`src/rtl/uart_rx_frame_sampler.sv`:
```
// UART receive front end: 2-flop line sync, start-bit qualification, 3-sample majority vote.
// Define UART_RX_PARITY_EN to add the optional parity bit (PAR_EN/PAR_TYP in, Par_Err out).
module uart_rx_frame_sampler #(
    parameter int unsigned WIDTH      = 8,
    parameter int unsigned PRESCALE_W = 6
) (
    input  logic                  CLK,
    input  logic                  RST,
    input  logic                  RX_IN,
    input  logic [PRESCALE_W-1:0] Prescale,
`ifdef UART_RX_PARITY_EN
    input  logic                  PAR_EN,
    input  logic                  PAR_TYP,
    output logic                  Par_Err,
`endif
    output logic                  Sampled_Bit,
    output logic                  Deser_En,
    output logic                  Data_Valid,
    output logic                  Stop_Err,
    output logic                  Start_Glitch
);
    localparam int unsigned BcW = (WIDTH > 1) ? $clog2(WIDTH) : 1;
    localparam logic [BcW-1:0] LastBit = BcW'(WIDTH - 1);
    localparam logic [PRESCALE_W-1:0] One = PRESCALE_W'(1);
    localparam logic [PRESCALE_W-1:0] Two = PRESCALE_W'(2);
    localparam logic [PRESCALE_W-1:0] ResetPrescale = PRESCALE_W'(8);

`ifdef UART_RX_PARITY_EN
    typedef enum logic [2:0] {StIdle, StStart, StData, StParity, StStop} state_e;
`else
    typedef enum logic [1:0] {StIdle, StStart, StData, StStop} state_e;
`endif

    state_e                  state_q, state_d;
    logic                    rx_meta_q, rx_s;
    logic [PRESCALE_W-1:0]   ec_q, ec_d;
    logic [PRESCALE_W-1:0]   p_q, p_d;
    logic [PRESCALE_W-1:0]   half;
    logic [BcW-1:0]          bc_q, bc_d;
    logic                    s0_q, s1_q, sampled_q;
    logic                    at_last, at_s0, at_s1, at_vote, at_use, majority;
`ifdef UART_RX_PARITY_EN
    logic                    par_en_q, par_en_d, par_typ_q, par_typ_d;
    logic                    par_acc_q, par_acc_d, par_bad;
`endif

    assign Sampled_Bit = sampled_q;

    always_comb begin
        half     = p_q >> 1;
        at_last  = (ec_q == p_q - One);
        at_s0    = (ec_q == half - One);
        at_s1    = (ec_q == half);
        at_vote  = (ec_q == half + One);
        at_use   = (ec_q == half + Two);
        majority = (s0_q & s1_q) | (s0_q & rx_s) | (s1_q & rx_s);

        state_d      = state_q;
        ec_d         = at_last ? '0 : ec_q + One;
        bc_d         = bc_q;
        p_d          = p_q;
        Deser_En     = 1'b0;
        Data_Valid   = 1'b0;
        Stop_Err     = 1'b0;
        Start_Glitch = 1'b0;
`ifdef UART_RX_PARITY_EN
        par_en_d  = par_en_q;
        par_typ_d = par_typ_q;
        par_acc_d = par_acc_q;
        par_bad   = par_en_q & (par_acc_q ^ par_typ_q);
        Par_Err   = 1'b0;
`endif

        unique case (state_q)
            StIdle: begin
                ec_d = '0;
                if (!rx_s) begin
                    state_d = StStart;
                    p_d     = Prescale;
`ifdef UART_RX_PARITY_EN
                    par_en_d  = PAR_EN;
                    par_typ_d = PAR_TYP;
                    par_acc_d = 1'b0;
`endif
                end
            end
            StStart: begin
                // The vote is only meaningful once it has been registered for this bit.
                if (at_use && sampled_q) begin
                    Start_Glitch = 1'b1;
                    state_d      = StIdle;
                    ec_d         = '0;
                end else if (at_last) begin
                    state_d = StData;
                    bc_d    = '0;
                end
            end
            StData: begin
                Deser_En = at_use;
`ifdef UART_RX_PARITY_EN
                if (at_use) par_acc_d = par_acc_q ^ sampled_q;
`endif
                if (at_last) begin
                    bc_d = bc_q + 1'b1;
                    if (bc_q == LastBit) begin
`ifdef UART_RX_PARITY_EN
                        state_d = par_en_q ? StParity : StStop;
`else
                        state_d = StStop;
`endif
                    end
                end
            end
`ifdef UART_RX_PARITY_EN
            StParity: begin
                if (at_use) par_acc_d = par_acc_q ^ sampled_q;
                if (at_last) state_d = StStop;
            end
`endif
            StStop: begin
                if (at_last) begin
                    state_d = StIdle;
`ifdef UART_RX_PARITY_EN
                    Data_Valid = sampled_q & ~par_bad;
                    Par_Err    = par_bad;
`else
                    Data_Valid = sampled_q;
`endif
                    Stop_Err   = ~sampled_q;
                end
            end
            default: begin
                state_d = StIdle;
                ec_d    = '0;
            end
        endcase
    end

    always_ff @(posedge CLK or negedge RST) begin
        if (!RST) begin
            rx_meta_q <= 1'b1;
            rx_s      <= 1'b1;
            state_q   <= StIdle;
            ec_q      <= '0;
            bc_q      <= '0;
            p_q       <= ResetPrescale;
            s0_q      <= 1'b0;
            s1_q      <= 1'b0;
            sampled_q <= 1'b0;
`ifdef UART_RX_PARITY_EN
            par_en_q  <= 1'b0;
            par_typ_q <= 1'b0;
            par_acc_q <= 1'b0;
`endif
        end else begin
            rx_meta_q <= RX_IN;
            rx_s      <= rx_meta_q;
            state_q   <= state_d;
            ec_q      <= ec_d;
            bc_q      <= bc_d;
            p_q       <= p_d;
            if (state_q != StIdle) begin
                if (at_s0)   s0_q      <= rx_s;
                if (at_s1)   s1_q      <= rx_s;
                if (at_vote) sampled_q <= majority;
            end
`ifdef UART_RX_PARITY_EN
            par_en_q  <= par_en_d;
            par_typ_q <= par_typ_d;
            par_acc_q <= par_acc_d;
`endif
        end
    end

endmodule

```
`config.mk`:
```
export PLATFORM = sky130hd
export DESIGN_NAME = uart_rx_frame_sampler
export DESIGN_NICKNAME = d
export VERILOG_FILES = /design/src/rtl/uart_rx_frame_sampler.sv
export SDC_FILE = /design/constraint.sdc
export NUM_CORES = 1
export LEC_CHECK = 0
export CAP_MARGIN = 20
export CORE_ASPECT_RATIO = 1.75
export CORE_MARGIN = 4
export CORE_UTILIZATION = 52
export CTS_CLUSTER_DIAMETER = 100
export DETAILED_ROUTE_END_ITERATION = 10
export GPL_TIMING_DRIVEN = 0
export MAX_ROUTING_LAYER = met4
export PLACE_DENSITY = 0.8
export SETUP_SLACK_MARGIN = 0.05
export SLEW_MARGIN = 40
export SYNTH_ARGS = -nofsm -noshare
export SYNTH_HDL_FRONTEND = slang
export SYNTH_SLANG_ARGS = --single-unit
```
`constraint.sdc`:
```
create_clock -name CLK -period 2.39 [get_ports CLK]
set_input_delay 0.239 -clock CLK [delete_from_list [all_inputs] [get_ports CLK]]
set_output_delay 0.239 -clock CLK [all_outputs]
set_load 0.1 [all_outputs]
```
==> results of run 1 <==
power by group through the flow:
stage                     combinational, mW  sequential [mW]  clock [mW]
after floorplan                        1.44            0.712           0
after global placement                 1.77            0.707           0
after detailed placement               1.83            0.711           0
after CTS                              2.21            0.670       0.360
after global routing                   2.61            0.691       0.375
final                                  2.42            0.675       0.357
layer usage:
layer  share of wire [%]  global-route usage [%]  vias to the layer above
li1                    -                       -                      722
met4                 4.9                    13.2                        0
met1                  38                    25.2                      758
met2                  55                    42.7                       35
met3                 2.1                    3.59                       21
met5                   0                       -                        -
worst reg2reg max path, delay by kind of cell, from the launching register on:
family          cells  cell delay [ns]
simple gates        2             0.32
compound gates      2             0.42
flops               1             0.56
xor+xnor            1             0.19
fa+ha+maj           1             0.22
buf+inv             4             0.52
repair_timing:
action,CTS,global route
hold buffers,1,0
endpoints found under the hold margin,19,0
resized for setup,24,2
endpoints found under the setup margin,11,12
pin swaps,9,1
setup buffers,21,6
area by class of cell:
type,instances,area [µm²],area share (%)
buffer,10,58.8,2.57
clock buffer,3,41.3,1.81
clock inverter,1,30.0,1.31
inverter,8,35.0,1.53
multi-input combinational,136,1170,51.1
sequential,22,557,24.4
tap,43,53.8,2.35
timing repair buffer,37,342,14.9
cell usage in the layout, fill, tap and decap left out, types with 4 or more instances in the layout:
master            n
xor2_1           12
o211ai_1          4
buf_4            22
buf_6             5
nor3_1            7
dfrtp_1          17
xnor2_1          10
ha_1              7
nand3_1           4
o21ai_0           5
nor2_1            8
clkdlybuf4s50_1   7
nand2_1           9
inv_1             5
buf_2             4
mux2_2            5
per-stage QoR:
stage          power (mW)  worst slack, ns  setup TNS [ns]
3_3_place_gp         2.48            -1.11           -3.89
2_1_floorplan        2.15           -0.474           -1.13
4_1_cts              3.24           -0.183          -0.451
3_5_place_dp         2.54           -0.419           -1.16
6_report             3.46           -0.243          -0.572
5_1_grt              3.67           -0.322           -1.50
flip-flops by register name (all words and copies together) (netlist names), named ones only:
signal       flops
rx_meta_q        1
ec_q             6
rx_s             1
s1_q             1
p_q              6
s0_q             1
state_q          1
bc_q             3
Sampled_Bit      1
cell usage after synthesis, drive strengths merged, types with 2 or more instances:
library cell | number | area share [%]
and2 | 2 | 0.74
inv | 8 | 1.8
o211ai | 4 | 1.8
dfstp | 3 | 4.7
nand3b | 3 | 1.3
o21ai | 6 | 1.8
o211a | 2 | 1.2
ha | 10 | 7.4
and3 | 4 | 1.5
nand2 | 9 | 2.0
xnor2 | 11 | 5.7
a21oi | 3 | 1.1
nand4 | 3 | 1.1
nor2 | 10 | 2.5
o31ai | 3 | 1.3
nand3 | 5 | 1.5
o32a | 3 | 1.9
o221ai | 3 | 1.6
and4b | 2 | 1.2
mux2i | 3 | 1.8
xor2 | 13 | 7.2
a21boi | 2 | 1.6
nor2b | 2 | 0.74
buf | 7 | 2.4
nor3b | 3 | 1.3
clkbuf | 4 | 0.89
dfrtp | 19 | 28
nor3 | 10 | 3.0
mux2 | 5 | 3.3
cells by family (layout without fill, tap and decap cells):
logic type	after synthesis	count (layout)	share of synthesized area, %
and+or+nand+nor	58	58	19.3
AOI/OAI and AO/OA	35	35	16.8
xor gates and xnor gates	24	24	12.9
DFF	22	22	32.8
buffers and inverters	19	59	5.11
adders and majority gates	11	11	8.00
muxes	8	8	5.11
worst max-delay path by stage:
stage	start	cells past startpoint	to
2_1_floorplan	p_q[2]$_DFFE_PN0P_	7	Stop_Err
3_3_place_gp	p_q[2]$_DFFE_PN0P_	8	Stop_Err
3_5_place_dp	p_q[2]$_DFFE_PN0P_	8	Stop_Err
4_1_cts	p_q[2]$_DFFE_PN0P_	8	Stop_Err
5_1_grt	p_q[2]$_DFFE_PN0P_	8	Stop_Err
6_report	p_q[1]$_DFFE_PN0P_	8	Stop_Err
==> impl_table.tex, run 1 <==
\begin{tabular}{lr}
\hline
Metric & Value \\
\hline
\multicolumn{2}{l}{\textbf{Synthesis}} \\
Post-synthesis async set-or-reset flop share & 100\% \\
Register area share after synthesis & 32.8\% \\
Synth Register Bits & 22 \\
Warnings from Yosys & 0 \\
Number of synthesized flops with an enable pin & 0 \\
Mapped Area & 1690 µm² \\
Avg Inst Size Synth & between 9 and 10 µm² \\
Synthesized netlist cell count & 177 \\
Number of library cell types mapped by synthesis & 53 \\
Number of nets in the synthesized netlist & between 150 and 200 \\
Flip-flop cell with the highest count after synthesis & dfrtp\_1 \\
\multicolumn{2}{l}{\textbf{Routing}} \\
Routed via count & 1536 \\
Initial DRC Count & 39 \\
Detailed Route WL & 4680 µm \\
Routed Antenna Nets & 0 \\
Ratio of routed vias to standard cells & 5.91 \\
DRT Pass-1 Iters & 4 \\
Routed wire per std cell & roughly 18 µm \\
Residual DRC count & 0 \\
\multicolumn{2}{l}{\textbf{Floorplan}} \\
Core Region & 3140 µm² \\
Number of cell rows & 27 \\
Die ar. & $\sim$4300 µm² \\
I/O Pins & 14 \\
Die height & 83.4 µm \\
Effective utilization at floorplan & 53.8\% \\
Die outline width & just over 50 µm \\
\multicolumn{2}{l}{\textbf{Power and ir drop}} \\
Total leakage power & between 0.9 and 1 nW \\
Switching fraction of total power & 46.2\% \\
Power Dens Cells & 1510 nW/µm² \\
Switching pwr & 1.60 mW \\
Proportion of power drawn by combinational gates & between 70\% and 80\% \\
Clock network fraction of design power & between 10\% and 20\% \\
Internal power & 1.86 mW \\
Peak supply drop & 0.887 mV \\
Sequential share of power & 19.5\% \\
\multicolumn{2}{l}{\textbf{Clocking}} \\
Reg clk slew, reported paths & 0.09 ns \\
Root buffer cell & clkbuf\_8 \\
Cts bufs inserted & 3 \\
Clock net sink count & 22 \\
Clock latency of the later-clocked register in the worst-skew pair & 0.27 ns \\
Number of H-tree branching levels & 1 \\
CTS tree & done \\
CTS Buffer Depth & 2 \\
\multicolumn{2}{l}{\textbf{STA}} \\
Final Hold Fails & 0 \\
RSZ-0062 raised after global routing & true \\
Measured slew at the worst slew-check pin & between 0.6 and 0.7 ns \\
Final setup violation count & 4 \\
Worst hold slack & roughly 0.36 ns \\
Share of the clock period used by the worst path & 110\% \\
Count of final max-slew check failures & 0 \\
Rel. slew slack & 53.3\% \\
Setup clock skew after layout & 0.00752 ns \\
Final worst path period need & 2.63 ns \\
Upper clock frequency limit & roughly 0.38 GHz \\
Worst Slack Setup Final & -0.243 ns \\
\multicolumn{2}{l}{\textbf{Global route}} \\
Number of antenna violations at the first check in global routing & 0 \\
GRT Resource Usage Total & 24.4\% \\
Remaining global-route overflow & 0 \\
First-pass GRT wire length & 7810 µm \\
Vias in the first global route & 1680 \\
Maximum number of pins on one net before global-route repair & 23 \\
\multicolumn{2}{l}{\textbf{Setup path}} \\
Crit end category & output port \\
Critical-path maximum fanout & 4 \\
Worst endpoint data arrival time & approximately 2.4 ns \\
Critical path's top delay family & compound AO/OA/AOI/OAI gates \\
Biggest cell delay along the critical path & 0.47 ns \\
Required time at the endpoint of the critical path & around 2.2 ns \\
Origin of the critical flop-to-flop path & p\_q[3]\$\_DFFE\_PN1P\_ \\
Worst-case register-to-register setup slack & 0.04 ns \\
CP Cell Sequence & inv\_4, ha\_4, a21boi\_4, nand3\_2, a2111o\_1, nor3\_2, nor3b\_4, buf\_12 \\
Worst flop-to-flop path endpoint & ec\_q[3]\$\_DFF\_PN0\_ \\
CP Class & reg -> out \\
Worst Setup Start Kind & flop \\
Worst-path cell with the longest stage delay & a2111o\_1 \\
Number of buffer and inverter instances along the worst setup path & 2 \\
Cell depth of the worst flop-to-flop path & 10 \\
\multicolumn{2}{l}{\textbf{Job}} \\
Max-cap check violation count & 0 \\
\multicolumn{2}{l}{\textbf{Final layout}} \\
Final non-filler cell area & around 2300 µm² \\
Final core utilization & just over 70\% \\
Post-layout nets & 237 \\
Share of cells above drive strength 1 & 33.2\% \\
Count of filler cells inserted in the layout & about 240 \\
Area added between synthesis and finish & 35.3\% \\
Count of inserted antenna diode cells & 0 \\
Post-Layout Cell Count & between 200 and 300 \\
\multicolumn{2}{l}{\textbf{Placement}} \\
DP Area & 1940 µm² \\
Detailed Place HPWL & 3070 µm \\
Number of placed instances with taps included & 233 \\
Number of buffers added on ports & 13 \\
Placer Congestion & between 0.9 and 1 \\
\multicolumn{2}{l}{\textbf{Hold path}} \\
Worst hold path type & in -> reg \\
Endpoint of the worst hold path & rx\_meta\_q\$\_DFF\_PN1\_ \\
Instance count along the most critical hold path & 1 \\
Hold path startpoint & RX\_IN \\
\multicolumn{2}{l}{\textbf{Status}} \\
Run status & complete, but fails checks \\
Failing checks & setup timing \\
\hline
\end{tabular}
Note: power is estimated with default switching activity, not from simulation.
==> run 2: changes to the inputs <==
--- a/config.mk
+++ b/config.mk
@@ -8,12 +8,13 @@
 export CAP_MARGIN = 20
 export CORE_ASPECT_RATIO = 1.75
 export CORE_MARGIN = 4
-export CORE_UTILIZATION = 52
+export CORE_UTILIZATION = 57
 export CTS_CLUSTER_DIAMETER = 100
 export DETAILED_ROUTE_END_ITERATION = 10
+export DONT_BUFFER_PORTS = 1
 export GPL_TIMING_DRIVEN = 0
 export MAX_ROUTING_LAYER = met4
-export PLACE_DENSITY = 0.8
+export PLACE_DENSITY = 0.79
 export SETUP_SLACK_MARGIN = 0.05
 export SLEW_MARGIN = 40
 export SYNTH_ARGS = -nofsm -noshare
==> impl_table.tex, run 2 (synthesis results as in run 1) <==
\begin{tabular}{lr}
\hline
Metric & Value \\
\hline
\multicolumn{2}{l}{\textbf{Hold path}} \\
Worst hold path type & in -> reg (unchanged) \\
\multicolumn{2}{l}{\textbf{Routing}} \\
Detailed Route WL & 4480 µm (was 4680 µm) \\
Ratio of routed vias to standard cells & 6.39 (was 5.91) \\
DRT Pass-1 Iters & 4 (unchanged) \\
Routed wire per std cell & 19.4 µm (was 18.0 µm) \\
Routed via count & 1475 (was 1536) \\
Detailed-routed wire length on met2 & 2620 µm (was 2560 µm) \\
Routed Antenna Nets & 0 (unchanged) \\
Residual DRC count & 0 (unchanged) \\
Sum of met3 wire segment lengths after detailed routing & 133 µm (was 97 µm) \\
Top routing layer in use & met4 (unchanged) \\
Initial DRC Count & 74 (was 39) \\
Wire length on met1 & 1590 µm (was 1790 µm) \\
\multicolumn{2}{l}{\textbf{Power and ir drop}} \\
Total leakage power & 0.897 nW (was 0.944 nW) \\
Power Dens Cells & 1560 nW/µm² (was 1510 nW/µm²) \\
Peak supply drop & 0.846 mV (was 0.887 mV) \\
Post-route total power & 3.44 mW (was 3.46 mW) \\
\multicolumn{2}{l}{\textbf{Setup path}} \\
Critical path's top delay family & compound AO/OA/AOI/OAI gates (unchanged) \\
CP Cell Sequence & inv\_4, ha\_4, a21boi\_4, a21o\_2, a2111o\_1, nor3\_4, nor3b\_4, buf\_12 (was inv\_4, ha\_4, a21boi\_4, nand3\_2, a2111o\_1, nor3\_2, nor3b\_4, buf\_12) \\
Worst-case register-to-register setup slack & 0.06 ns (was 0.04 ns) \\
Number of buffer and inverter instances along the worst setup path & 2 (unchanged) \\
Critical-path maximum fanout & 4 (unchanged) \\
Biggest cell delay along the critical path & 0.48 ns (was 0.47 ns) \\
Worst endpoint data arrival time & 2.42 ns (was 2.39 ns) \\
Crit end category & output port (unchanged) \\
CP Class & reg -> out (unchanged) \\
Worst Setup Start Kind & flop (unchanged) \\
Worst-path cell with the longest stage delay & a2111o\_1 (unchanged) \\
Required time at the endpoint of the critical path & 2.15 ns (about the same) \\
\multicolumn{2}{l}{\textbf{Floorplan}} \\
Number of cell rows & 25 (was 27) \\
Effective utilization at floorplan & 60.7\% (was 53.8\%) \\
Die outline width & 49.2 µm (was 51.1 µm) \\
Die ar. & 3930 µm² (was 4260 µm²) \\
Core Region & 2780 µm² (was 3140 µm²) \\
I/O Pins & 14 (unchanged) \\
Die height & 80.0 µm (was 83.4 µm) \\
\multicolumn{2}{l}{\textbf{STA}} \\
Final worst path period need & 2.66 ns (was 2.63 ns) \\
Count of final max-slew check failures & 0 (unchanged) \\
Measured slew at the worst slew-check pin & 0.620 ns (was 0.697 ns) \\
Upper clock frequency limit & 0.376 GHz (was 0.380 GHz) \\
Final setup violation count & 4 (unchanged) \\
Worst hold slack & 0.0685 ns (was 0.358 ns) \\
Setup clock skew after layout & 0.00717 ns (was 0.00752 ns) \\
Share of the clock period used by the worst path & 111\% (was 110\%) \\
Final Hold Fails & 0 (unchanged) \\
Rel. slew slack & 58.5\% (was 53.3\%) \\
Sum of negative setup slack & -0.708 ns (was -0.572 ns) \\
Worst Slack Setup Final & -0.270 ns (was -0.243 ns) \\
RSZ-0062 raised after global routing & true (unchanged) \\
\multicolumn{2}{l}{\textbf{Clocking}} \\
Number of H-tree branching levels & 1 (unchanged) \\
CTS Buffer Depth & 2 (unchanged) \\
CTS tree & done (unchanged) \\
Clock latency of the later-clocked register in the worst-skew pair & 0.28 ns (was 0.27 ns) \\
Reg clk slew, reported paths & 0.09 ns (about the same) \\
Root buffer cell & clkbuf\_8 (unchanged) \\
Clock net sink count & 22 (unchanged) \\
Cts bufs inserted & 3 (unchanged) \\
\multicolumn{2}{l}{\textbf{Placement}} \\
Number of buffers added on ports & 0 (was 13) \\
Placer Congestion & 0.902 (was 0.943) \\
DP Area & 1860 µm² (was 1940 µm²) \\
Detailed Place HPWL & 3000 µm (was 3070 µm) \\
\multicolumn{2}{l}{\textbf{Status}} \\
Run status & complete, but fails checks (unchanged) \\
Failing checks & setup timing (unchanged) \\
\multicolumn{2}{l}{\textbf{Final layout}} \\
Area added between synthesis and finish & 30.2\% (was 35.3\%) \\
Count of filler cells inserted in the layout & 168 (was 235) \\
Final non-filler cell area & 2200 µm² (was 2290 µm²) \\
Leading registers by flop count & ec\_q (6), p\_q (6), bc\_q (3) (unchanged) \\
Most common cell after layout, fill and taps aside & buf\_4 (unchanged) \\
Count of inserted antenna diode cells & 0 (unchanged) \\
Commonest cells after routing, fill and taps aside & buf\_4 (19), dfrtp\_1 (15), xor2\_1 (11) (was buf\_4 (22), dfrtp\_1 (17), xor2\_1 (12)) \\
Post-layout nets & 224 (was 237) \\
Final core utilization & 79.0\% (was 72.8\%) \\
Share of cells above drive strength 1 & 34.8\% (was 33.2\%) \\
\multicolumn{2}{l}{\textbf{Global route}} \\
Number of antenna violations at the first check in global routing & 0 (unchanged) \\
Maximum number of pins on one net before global-route repair & 23 (unchanged) \\
First-pass GRT wire length & 7630 µm (was 7810 µm) \\
Remaining global-route overflow & 0 (unchanged) \\
Vias in the first global route & 1609 (was 1680) \\
GRT Resource Usage Total & 26.0\% (was 24.4\%) \\
\multicolumn{2}{l}{\textbf{Job}} \\
Max-cap check violation count & 0 (unchanged) \\
\hline
\end{tabular}
-- run 2: cell count changes in the layout (fill, tap and decap cells not counted), sizes merged --
| cell | change |
|---|---|
| dlygate4sd3 | +1 |
| buf | -8 |
| clkbuf | +1 |
| clkdlybuf4s50 | -7 |
-- run 2: area by class of cell --
cell class,count,area [µm²],area share (%)
Clock buffer,3,41.3,1.88
Buffer,11,75.1,3.41
Timing Repair Buffer,23,208,9.44
Clock inverter,1,30.0,1.37
Sequential cell,22,559,25.4
Inverter,8,37.5,1.71
Multi-Input combinational cell,136,1210,55.2
Tap cell,27,33.8,1.54
-- run 2: stage by stage --
stage,cells,worst slack (ns)
4_1_cts,227,-0.237
2_1_floorplan,177,-0.474
3_5_place_dp,207,-0.338
5_1_grt,231,-0.371
3_3_place_gp,204,-0.669
6_report,231,-0.270
-- run 2: worst paths after layout --
check | start | to | cells after the start
max | p_q[1]$_DFFE_PN0P_ | Stop_Err | 8
min | Prescale[3] | p_q[3]$_DFFE_PN1P_ | 2
max reg2reg | p_q[2]$_DFFE_PN0P_ | ec_q[4]$_DFF_PN0_ | 9
min reg2reg | rx_meta_q$_DFF_PN1_ | rx_s$_DFF_PN1_ | 0
max in group asynchronous | RST | Sampled_Bit$_DFFE_PN0P_ | 2
min in group asynchronous | RST | p_q[4]$_DFFE_PN0P_ | 2
-- run 2: what timing repair did --
| item | CTS | global route |
|---|---|---|
| endpoints found under the hold margin | 23 | 19 |
| setup endpoints to repair | 8 | 13 |
| hold buffers | 2 | 1 |
| gates resized for setup | 16 | 6 |
| buffers inserted | 14 | 3 |
| pin swaps | 8 | 3 |
-- run 2: power by group --
group	total (mW)	switching (mW)	internal (mW)	leakage, nW
Combinational	2.35	1.28	1.07	0.604
Sequential	0.729	0.200	0.529	0.257
Clock	0.359	0.135	0.224	0.0357
Total	3.44	1.61	1.83	0.897
-- run 2: per-layer routing --
| metal | up-vias | GRT usage [%] |
|---|---|---|
| met4 | 0 | 14.0 |
| met1 | 721 | 25.4 |
| met3 | 13 | 2.06 |
| li1 | 698 | - |
| met2 | 43 | 49.6 |
| met5 | - | - |
